`src/rtl/muldiv_pkg.sv`:
```
// Shared types and constants for the iterative RV32M multiply/divide unit.
package muldiv_pkg;

   // funct3 encoding of the M-extension operations
   typedef enum logic [2:0] {
      MUL    = 3'd0,
      MULH   = 3'd1,
      MULHSU = 3'd2,
      MULHU  = 3'd3,
      DIV    = 3'd4,
      DIVU   = 3'd5,
      REM    = 3'd6,
      REMU   = 3'd7
   } muldiv_op_e;

   typedef enum logic [1:0] {
      IDLE = 2'd0,
      CALC = 2'd1,
      FIX  = 2'd2,
      DONE = 2'd3
   } muldiv_state_e;

   localparam logic [31:0] DIV0_QUOT   = 32'hFFFF_FFFF;
   localparam int          CALC_CYCLES = 32;

   // Two's-complement magnitude of a value whose sign is to be removed
   function automatic logic [31:0] cond_neg32(input logic [31:0] v, input logic neg);
      return neg ? (~v + 32'd1) : v;
   endfunction

endpackage

```
`src/rtl/muldiv_unit.sv`:
```
// Iterative RV32M multiply/divide unit: one operation in flight, result
// delivered as a single-cycle register-file write request.
module muldiv_unit
   import muldiv_pkg::*;
#(
   parameter int XLEN = 32
) (
   input  logic            clk_i,
   input  logic            rst_i,
   input  logic            valid_i,
   output logic            ready_o,
   input  logic [2:0]      op_i,
   input  logic [XLEN-1:0] rs1_data_i,
   input  logic [XLEN-1:0] rs2_data_i,
   input  logic [4:0]      rd_addr_i,
   output logic [4:0]      rd_addr_o,
   output logic [XLEN-1:0] rd_data_o,
   output logic            rd_wren_o,
   output logic            busy_o
);

   muldiv_state_e r_state;
   muldiv_op_e    r_op;
   logic          r_is_div;
   logic          r_neg;       // product / quotient must be negated in FIX
   logic          r_neg_rem;   // remainder must be negated in FIX
   logic [4:0]    r_rd_q;
   logic [5:0]    r_cnt;
   logic [63:0]   r_acc;       // mul: {partial, multiplier}; div: {remainder, quotient}
   logic [31:0]   r_opb;       // multiplicand or divisor magnitude
   logic          r_rd_wren;
   logic [4:0]    r_rd_addr;
   logic [31:0]   r_rd_data;

   muldiv_op_e    w_op;
   logic          w_sign_a, w_sign_b, w_neg_a, w_neg_b;
   logic [31:0]   w_mag_a, w_mag_b;
   logic          w_div0, w_ovf, w_fast;
   logic [31:0]   w_fast_res;
   logic [32:0]   w_lhs, w_rhs, w_alu;
   logic [63:0]   w_acc_next;
   logic [63:0]   w_prod;
   logic [31:0]   w_quot, w_rem, w_fix_res;

   // ---------------- capture-side decode ----------------
   assign w_op     = muldiv_op_e'(op_i);
   assign w_sign_a = (w_op == MULH) || (w_op == MULHSU) || (w_op == DIV) || (w_op == REM);
   assign w_sign_b = (w_op == MULH) || (w_op == DIV) || (w_op == REM);
   assign w_neg_a  = w_sign_a && rs1_data_i[31];
   assign w_neg_b  = w_sign_b && rs2_data_i[31];
   assign w_mag_a  = cond_neg32(rs1_data_i, w_neg_a);
   assign w_mag_b  = cond_neg32(rs2_data_i, w_neg_b);

   assign w_div0 = op_i[2] && (rs2_data_i == 32'd0);
   assign w_ovf  = ((w_op == DIV) || (w_op == REM)) &&
                   (rs1_data_i == 32'h8000_0000) && (rs2_data_i == 32'hFFFF_FFFF);
   assign w_fast = w_div0 || w_ovf;

   // Fast-path result: op_i[1] distinguishes REM* from DIV* within the divide group
   // NOTE: every always_comb output gets a default first so no latch is inferred.
   always_comb begin
      w_fast_res = '0;
      if (w_div0)
         w_fast_res = op_i[1] ? rs1_data_i : DIV0_QUOT;
      else if (w_ovf)
         w_fast_res = op_i[1] ? 32'd0 : 32'h8000_0000;
   end

   // ---------------- shared 33-bit adder/subtractor ----------------
   // Multiply adds the multiplicand into the upper half when the multiplier LSB is set;
   // restoring division trial-subtracts the divisor from the shifted remainder.
   assign w_lhs = r_is_div ? r_acc[63:31] : {1'b0, r_acc[63:32]};
   assign w_rhs = (r_is_div || r_acc[0]) ? {1'b0, r_opb} : 33'd0;
   assign w_alu = r_is_div ? (w_lhs - w_rhs) : (w_lhs + w_rhs);

   // One radix-2 step of the selected algorithm
   always_comb begin
      w_acc_next = r_acc;
      if (!r_is_div)
         w_acc_next = {w_alu, r_acc[31:1]};
      else if (w_alu[32])
         w_acc_next = {r_acc[62:0], 1'b0};
      else
         w_acc_next = {w_alu[31:0], r_acc[30:0], 1'b1};
   end

   // ---------------- sign correction and result select ----------------
   assign w_prod = r_neg ? (~r_acc + 64'd1) : r_acc;
   assign w_quot = cond_neg32(r_acc[31:0], r_neg);
   assign w_rem  = cond_neg32(r_acc[63:32], r_neg_rem);

   // Pick the architectural result word for the captured operation
   always_comb begin
      w_fix_res = '0;
      case (r_op)
         MUL:               w_fix_res = w_prod[31:0];
         MULH, MULHSU,
         MULHU:             w_fix_res = w_prod[63:32];
         DIV, DIVU:         w_fix_res = w_quot;
         default:           w_fix_res = w_rem;
      endcase
   end

   // Datapath registers: loaded on transfer, stepped in CALC
   // NOTE: datapath registers carry no reset; they are always loaded before use.
   always_ff @(posedge clk_i) begin
      if (r_state == IDLE && valid_i) begin
         r_op      <= w_op;
         r_is_div  <= op_i[2];
         r_rd_q    <= rd_addr_i;
         r_neg     <= w_neg_a ^ w_neg_b;
         r_neg_rem <= w_neg_a;
         r_opb     <= op_i[2] ? w_mag_b : w_mag_a;
         r_acc     <= op_i[2] ? {32'd0, w_mag_a} : {32'd0, w_mag_b};
      end else if (r_state == CALC) begin
         r_acc <= w_acc_next;
      end
   end

   // Control FSM with registered write-request outputs
   // NOTE: sequential state uses non-blocking assignments only.
   always_ff @(posedge clk_i) begin
      if (rst_i) begin
         r_state   <= IDLE;
         r_cnt     <= '0;
         r_rd_wren <= 1'b0;
         r_rd_addr <= '0;
         r_rd_data <= '0;
      end else begin
         case (r_state)
            IDLE: begin
               if (valid_i) begin
                  r_cnt <= '0;
                  if (w_fast) begin
                     r_rd_data <= w_fast_res;
                     r_rd_addr <= rd_addr_i;
                     r_rd_wren <= (rd_addr_i != 5'd0);
                     r_state   <= DONE;
                  end else begin
                     r_state <= CALC;
                  end
               end
            end
            CALC: begin
               if (r_cnt == 6'(CALC_CYCLES - 1))
                  r_state <= FIX;
               else
                  r_cnt <= r_cnt + 6'd1;
            end
            FIX: begin
               r_rd_data <= w_fix_res;
               r_rd_addr <= r_rd_q;
               r_rd_wren <= (r_rd_q != 5'd0);
               r_state   <= DONE;
            end
            default: begin
               r_rd_wren <= 1'b0;
               r_state   <= IDLE;
            end
         endcase
      end
   end

   assign ready_o   = (r_state == IDLE);
   assign busy_o    = ~ready_o;
   assign rd_wren_o = r_rd_wren;
   assign rd_addr_o = r_rd_addr;
   assign rd_data_o = r_rd_data;

endmodule

```
`config.mk`:
```
export PLATFORM = sky130hd
export DESIGN_NAME = muldiv_unit
export DESIGN_NICKNAME = d
export VERILOG_FILES = /design/src/rtl/muldiv_pkg.sv /design/src/rtl/muldiv_unit.sv
export SDC_FILE = /design/constraint.sdc
export NUM_CORES = 1
export LEC_CHECK = 0
export CORE_UTILIZATION = 60
export DETAILED_ROUTE_END_ITERATION = 10
export PLACE_DENSITY = 0.82
export SLEW_MARGIN = 40
export SYNTH_ARGS = -nofsm -noshare
export SYNTH_HDL_FRONTEND = slang
export SYNTH_SLANG_ARGS = --single-unit
```
`constraint.sdc`:
```
create_clock -name clk_i -period 10.5 [get_ports clk_i]
set_input_delay 2.1 -clock clk_i [delete_from_list [all_inputs] [get_ports clk_i]]
set_output_delay 2.1 -clock clk_i [all_outputs]
set_load 0.005 [all_outputs]
```
Word level (Yosys, flattened, before mapping)
Cells that the tools add are included.
{"block": "word_totals", "reg_bits": 153}
{"block": "op_classes", "n_mux": 35, "reduce_logical": 28, "add_sub_neg": 8, "eq_ne": 18, "n_bitwise": 8}
{"operator": "$mux 32", "n": 13}
{"operator": "$mux 64", "n": 5}
{"operator": "$add 32x1->32 const B", "n": 4}
{"operator": "$not 32->32", "n": 4}
{"operator": "$pmux 32 s3", "n": 1}
{"operator": "$mux 33", "n": 2}
{"operator": "$add 64x1->64 const B", "n": 1}
{"operator": "$eq 32x32->1 const B", "n": 2}
{"operator": "$not 64->64", "n": 1}
{"operator": "$pmux 32 s2", "n": 1}
{"operator": "$add 33x32->33", "n": 1}
{"operator": "$sub 33x32->33", "n": 1}
{"operator": "$logic_not 32->1", "n": 1}
{"operator": "$eq 3x3->1 const B", "n": 4}
{"operator": "$mux 6", "n": 2}
{"operator": "$pmux 6 s2", "n": 1}
{"operator": "$mux 5", "n": 2}
{"operator": "$pmux 5 s2", "n": 1}
{"operator": "$reduce_bool 5->1", "n": 2}
{"operator": "$eq 3x2->1 const B", "n": 3}
{"operator": "$reduce_and 3->1", "n": 3}
{"operator": "$logic_or 1x1->1", "n": 8}
{"operator": "$add 6x1->6 const B", "n": 1}
{"operator": "$eq 3x1->1 const B", "n": 2}
{"operator": "18 further kinds", "n": 31}

Logic depth before layout (Yosys ltp)
{"block": "logic_depth", "ltp_word": 9, "ltp_mapped": 24}

Worst setup path before layout
Ideal clock, no wire load.
{"block": "synth_timing", "path_kind": "reg2reg", "from": "reg r_acc[0]", "to": "reg r_acc[52] (data pin)", "arrival_ps": 5225, "period_less_slack_ps": 5570, "n_path_buf": 4, "setup_slack_ps": 4930, "stages_incl_launch_ff": 22, "cell_sequence": "edfxtp_1 -> clkbuf_1 -> or2_2 -> clkbuf_1 -> a2111oi_2 -> a21oi_1 -> nor3_1 -> o21a_1 -> nand2_1 -> or3_1 -> a31oi_1 -> o21bai_1 -> ha_1 -> clkbuf_1 -> nand3_1 -> or2_2 -> o311ai_0 -> a21oi_1 -> xor2_1 -> buf_2 -> mux2i_1 -> a211oi_1"}
{"block": "synth_between", "elab_chain_len": 8, "elab_cells_between_ends": 9, "cone_classes": "add/sub (2); mux (6); reduce/logical (1)"}
{"element": "start, declared", "line_no": "muldiv_unit.sv:29", "source": "logic [63:0] r_acc;"}
{"element": "start signal, assigned", "line_no": "muldiv_unit.sv:114", "source": "r_acc <= op_i[2] ? {32'd0, w_mag_a} : {32'd0, w_mag_b};"}
{"element": "start signal, assigned", "line_no": "muldiv_unit.sv:116", "source": "r_acc <= w_acc_next;"}
{"element": "$logic_or 1x1->1 *", "line_no": "muldiv_unit.sv:73", "source": "assign w_rhs = (r_is_div || r_acc[0]) ? {1'b0, r_opb} : 33'd0;"}
{"element": "$mux 32 *", "line_no": "muldiv_unit.sv:73"}
{"element": "$add 33x32->33 / $sub 33x32->33 (equally long branches)", "line_no": "muldiv_unit.sv:74", "source": "assign w_alu = r_is_div ? (w_lhs - w_rhs) : (w_lhs + w_rhs);"}
{"element": "$mux 33 *", "line_no": "muldiv_unit.sv:74"}
{"element": "$mux 64", "line_no": "muldiv_unit.sv:81", "source": "else if (w_alu[32])"}
{"element": "$mux 64 *", "line_no": "muldiv_unit.sv:79", "source": "if (!r_is_div)"}
{"element": "$mux 64 *", "line_no": "muldiv_unit.sv:115", "source": "end else if (r_state == CALC) begin"}
{"element": "$mux 64 *", "line_no": "muldiv_unit.sv:107", "source": "if (r_state == IDLE && valid_i) begin"}
Mark *: on every way between the ends. The rest lies on a longest branch, timed or not. The select of a mux whose other input is x is not followed.
A chain may end at the register's enable or synchronous reset.

==> results by group <==
Status
  • Status: finished, violations left
  • Failing checks: design-rule violations

Yosys
  • Largest area contributor in the netlist: edfxtp_1
  • Post-Syn Area: 14710 µm²
  • EDFF count, synth: ~110
  • Largest cells by area after synthesis: edfxtp_1 22%, mux2i_1 9.1%, dfxtp_1 6.3%, xor2_1 5.5%, a21oi_1 4.7%
  • Primary FF master, synth: edfxtp_1
  • Mean Syn Cell Area: 8.215 µm²
  • Most frequent cell after synthesis: nor2_1
  • Yosys reg bits: 152
  • Warnings, synthesis: 0
  • Syn Inst Count: roughly 1800
  • Asr flop ratio synth: 0
  • Top cell type's share of synthesized area: 0.2165
  • Netlist cell types: 80
  • Sequential element share of the synthesized area: 0.2791
  • Post-Syn Nets: 1910
  • Synth cell count leaders: 172 x nor2_1, 139 x a21oi_1, 134 x mux2i_1, 130 x nand2_1, 121 x o21ai_0

Power
  • Power share of the combinational group: 0.623
  • Sw power: 2736 µW
  • VDD IR max: 0.1873 mV
  • Switching part of the total: 0.5010
  • Pwr/cell area: 330.2 nW/µm²
  • Cell internal pwr: 2724 µW
  • Reg power frac: 0.257
  • Clock power share: 0.120
  • P_leak: 0.005876 µW

Final layout
  • Diodes inserted: 0
  • Post-route insts no fill: 2139
  • Design Area, Final: 16540 µm²
  • Area of the multi-input gates: ~10000 µm²
  • Share of cells above drive strength 1: 0.06538
  • Nets@finish: 1927
  • Fillers: 1893
  • Sequential cell area: around 4100 µm²
  • Final core occ: 0.6962
  • Area grow syn2layout: 12.45%

Detailed routing
  • WL/cell: 23.11 µm
  • Post-DRT Antenna Nets: 0
  • DRT Pass-1 Iters: 11
  • Total number of vias: 14890
  • Via density: 6.963
  • DR iter-0 viols: 2039
  • Residual DRC: 2
  • Drt total wl: 49440 µm

Global routing
  • Grt ovf: 0
  • Vias in the first global route: 13330
  • Largest net degree at the start of global routing: 182
  • Antenna violations before repair: 1
  • Overall Global Routing Usage: 0.3939
  • First-pass GRT wire length: 74760 µm

Floorplanning
  • Ports: 115
  • Starting Density: 0.6191
  • Height of the die: 158.6 µm
  • Die X-Extent: 158.6 µm
  • Row cnt: 56
  • Die area: 25140 µm²
  • Core outline area: 23750 µm²

Worst setup path
  • R2R Path Start: r_op[2]
  • Crit-path cells: buf_12 -> or2_2 -> a2111oi_2 -> a21oi_1 -> nor3_1 -> o21a_1 -> a211oi_1 -> a31o_2 -> a22oi_1 -> ha_1 -> a21o_1 -> a21o_1 -> a21oi_1 -> a2bb2oi_1 -> o311ai_0 -> a21oi_1 -> xor2_4 -> buf_4 -> mux2i_1 -> a21oi_1
  • Worst Setup End Kind: flop
  • Worst-case reg-to-reg path depth: 20
  • CP arrival: 7040 ps
  • Slowest-stage cell, CP: nor3_1
  • CP Launch Type: flop
  • Crit path largest cell delay: 650 ps
  • Slack of the worst reg-to-reg path: ~3600 ps
  • FF-to-FF End: r_acc[43]
  • WS Path Type: reg2reg
  • Worst Path Max Fanout: 181
  • Worst EP required: around 11000 ps
  • Most used cell, CP: a21oi_1

STA
  • Setup total negative slack: 0 ps
  • Final setup fails: 0
  • Hold_ws: 459.9 ps
  • Fmax: 145.0 MHz
  • Slew margin rel.: 0.4263
  • Final period utilization: 0.6570
  • Final Skew: 14.48 ps
  • Worst-margin pin slew: approximately 860 ps
  • RSZ-0062 raised after global routing: false
  • Fin. max-slew vios: 0
  • Period minus WS final: between 6000 and 7000 ps
  • Final Hold Fails: 0

Min path
  • Hold Startpoint: rd_data_o[31]
  • Hold Crit Depth: 2
  • HP Class: reg2reg
  • Hold endpoint: rd_data_o[31]

Clocking
  • Num CTS Buffers: 17
  • Clock-pin slew on the worst setup and hold paths: around 70 ps
  • Skew-Pair Late Insertion Delay: 440 ps
  • CTS H-Tree Depth: 4
  • Setup bufs post-CTS: 0
  • Number of hold buffers added after cts: 0
  • CTS sink cnt: 152
  • Root Buffer: clkbuf_16
  • Clk buf depth: 2
  • CTS tree: yes
  • Post_cts resized: 0

Placement
  • PortBufs: 114
  • Hpwl dp: roughly 37000 µm
  • Routability cong.: 1.023
  • Cells after DPL: 2106
  • Placed inst area: 15890 µm²

Run
  • MaxCap Viol Count: 0
## through the flow
step / total power, µW / setup WS (ps)
final: 5460 / 3601
after global routing: 5774 / 3167
after CTS: 5336 / 3674
after detailed placement: 4662 / 3613
after global placement: 4576 / 3805
after floorplan: 3762 / 4930
## area by class of cell
cell class                      count  share of cell area
Multi-Input combinational cell   1469              0.6045
Sequential cell                   152              0.2482
Timing Repair Buffer              130             0.07801
Clock buffer                       18             0.02603
Tap cell                          319             0.02414
Clock inverter                     14             0.01074
Inverter                           37            0.008399
## worst max-delay path by stage
stage,from,end,slack [ps]
after global placement,rs2_data_i[2],rd_data_o[7],3810
after global routing,r_op[2],r_acc[38],3170
after detailed placement,rs2_data_i[2],rd_data_o[7],3610
after CTS,r_op[2],r_acc[43],3670
final,r_op[2],r_acc[43],3600
after floorplan,r_acc[0],r_acc[52],4930
## kinds of logic (layout without fill, tap and decap cells)
kind of cell	count (synthesis)	after routing	synth area share
simple gates	539	539	0.1765
mux	165	165	0.1149
compound gates	552	552	0.2451
flops	152	152	0.2791
buf+inv	169	199	0.04552
fa+ha+maj	45	45	0.03880
xor+xnor	168	168	0.1001
## power groups by stage
| stage | Combinational, µW | Sequential (µW) | Clock [µW] |
|---|---|---|---|
| finish | 3400 | 1400 | 658 |
| global route | 3680 | 1410 | 675 |
| CTS | 3310 | 1370 | 655 |
| detailed placement | 3280 | 1380 | 0 |
| global placement | 3190 | 1380 | 0 |
| floorplan | 2610 | 1160 | 0 |
## placed cells by master (no fill, tap or decap), types with 43 or more instances in the layout
cell type / Yosys / final
a21oi_1: 139 / 139
clkdlybuf4s50_1: 0 / 113
nor3_1: 61 / 60
xnor2_1: 76 / 76
xor2_1: 92 / 91
ha_1: 44 / 43
mux2i_1: 134 / 134
dfxtp_1: 46 / 46
nor2_1: 172 / 171
nand2_1: 130 / 128
a211oi_1: 49 / 49
o21ai_0: 121 / 121
edfxtp_1: 106 / 106
## flip-flops by register name, indices dropped and copies added (netlist names)
| name | count |
|---|---|
| r_acc | 64 |
| r_cnt | 6 |
| r_neg | 1 |
| r_neg_rem | 1 |
| r_op | 3 |
| r_opb | 32 |
| r_rd_q | 5 |
| r_state | 2 |
| rd_addr_o | 5 |
| rd_data_o | 32 |
| rd_wren_o | 1 |
## routing by layer
layer | GRT usage | part of all wire | wire [µm] | vias up
li1 | - | - | - | 6782
met2 | 0.5961 | 0.44 | 21540 | 1005
met3 | 0.07104 | 0.11 | 5413 | 150
met4 | 0.2106 | 0.055 | 2699 | 0
met1 | 0.5332 | 0.40 | 19790 | 6956
met5 | 0 | 0 | 0 | -
## critical path: cells and delay by family (launching register included)
family / cells / cell delay, ps
flip-flops: 1 / 420
AND/OR/NAND/NOR: 2 / 1130
XOR/XNOR: 1 / 560
AO/OA/AOI/OAI: 13 / 3160
multiplexers: 1 / 250
adder cells (fa/ha/maj): 1 / 360
buffers and inverters: 2 / 670
(Power assumes the default switching activity.)
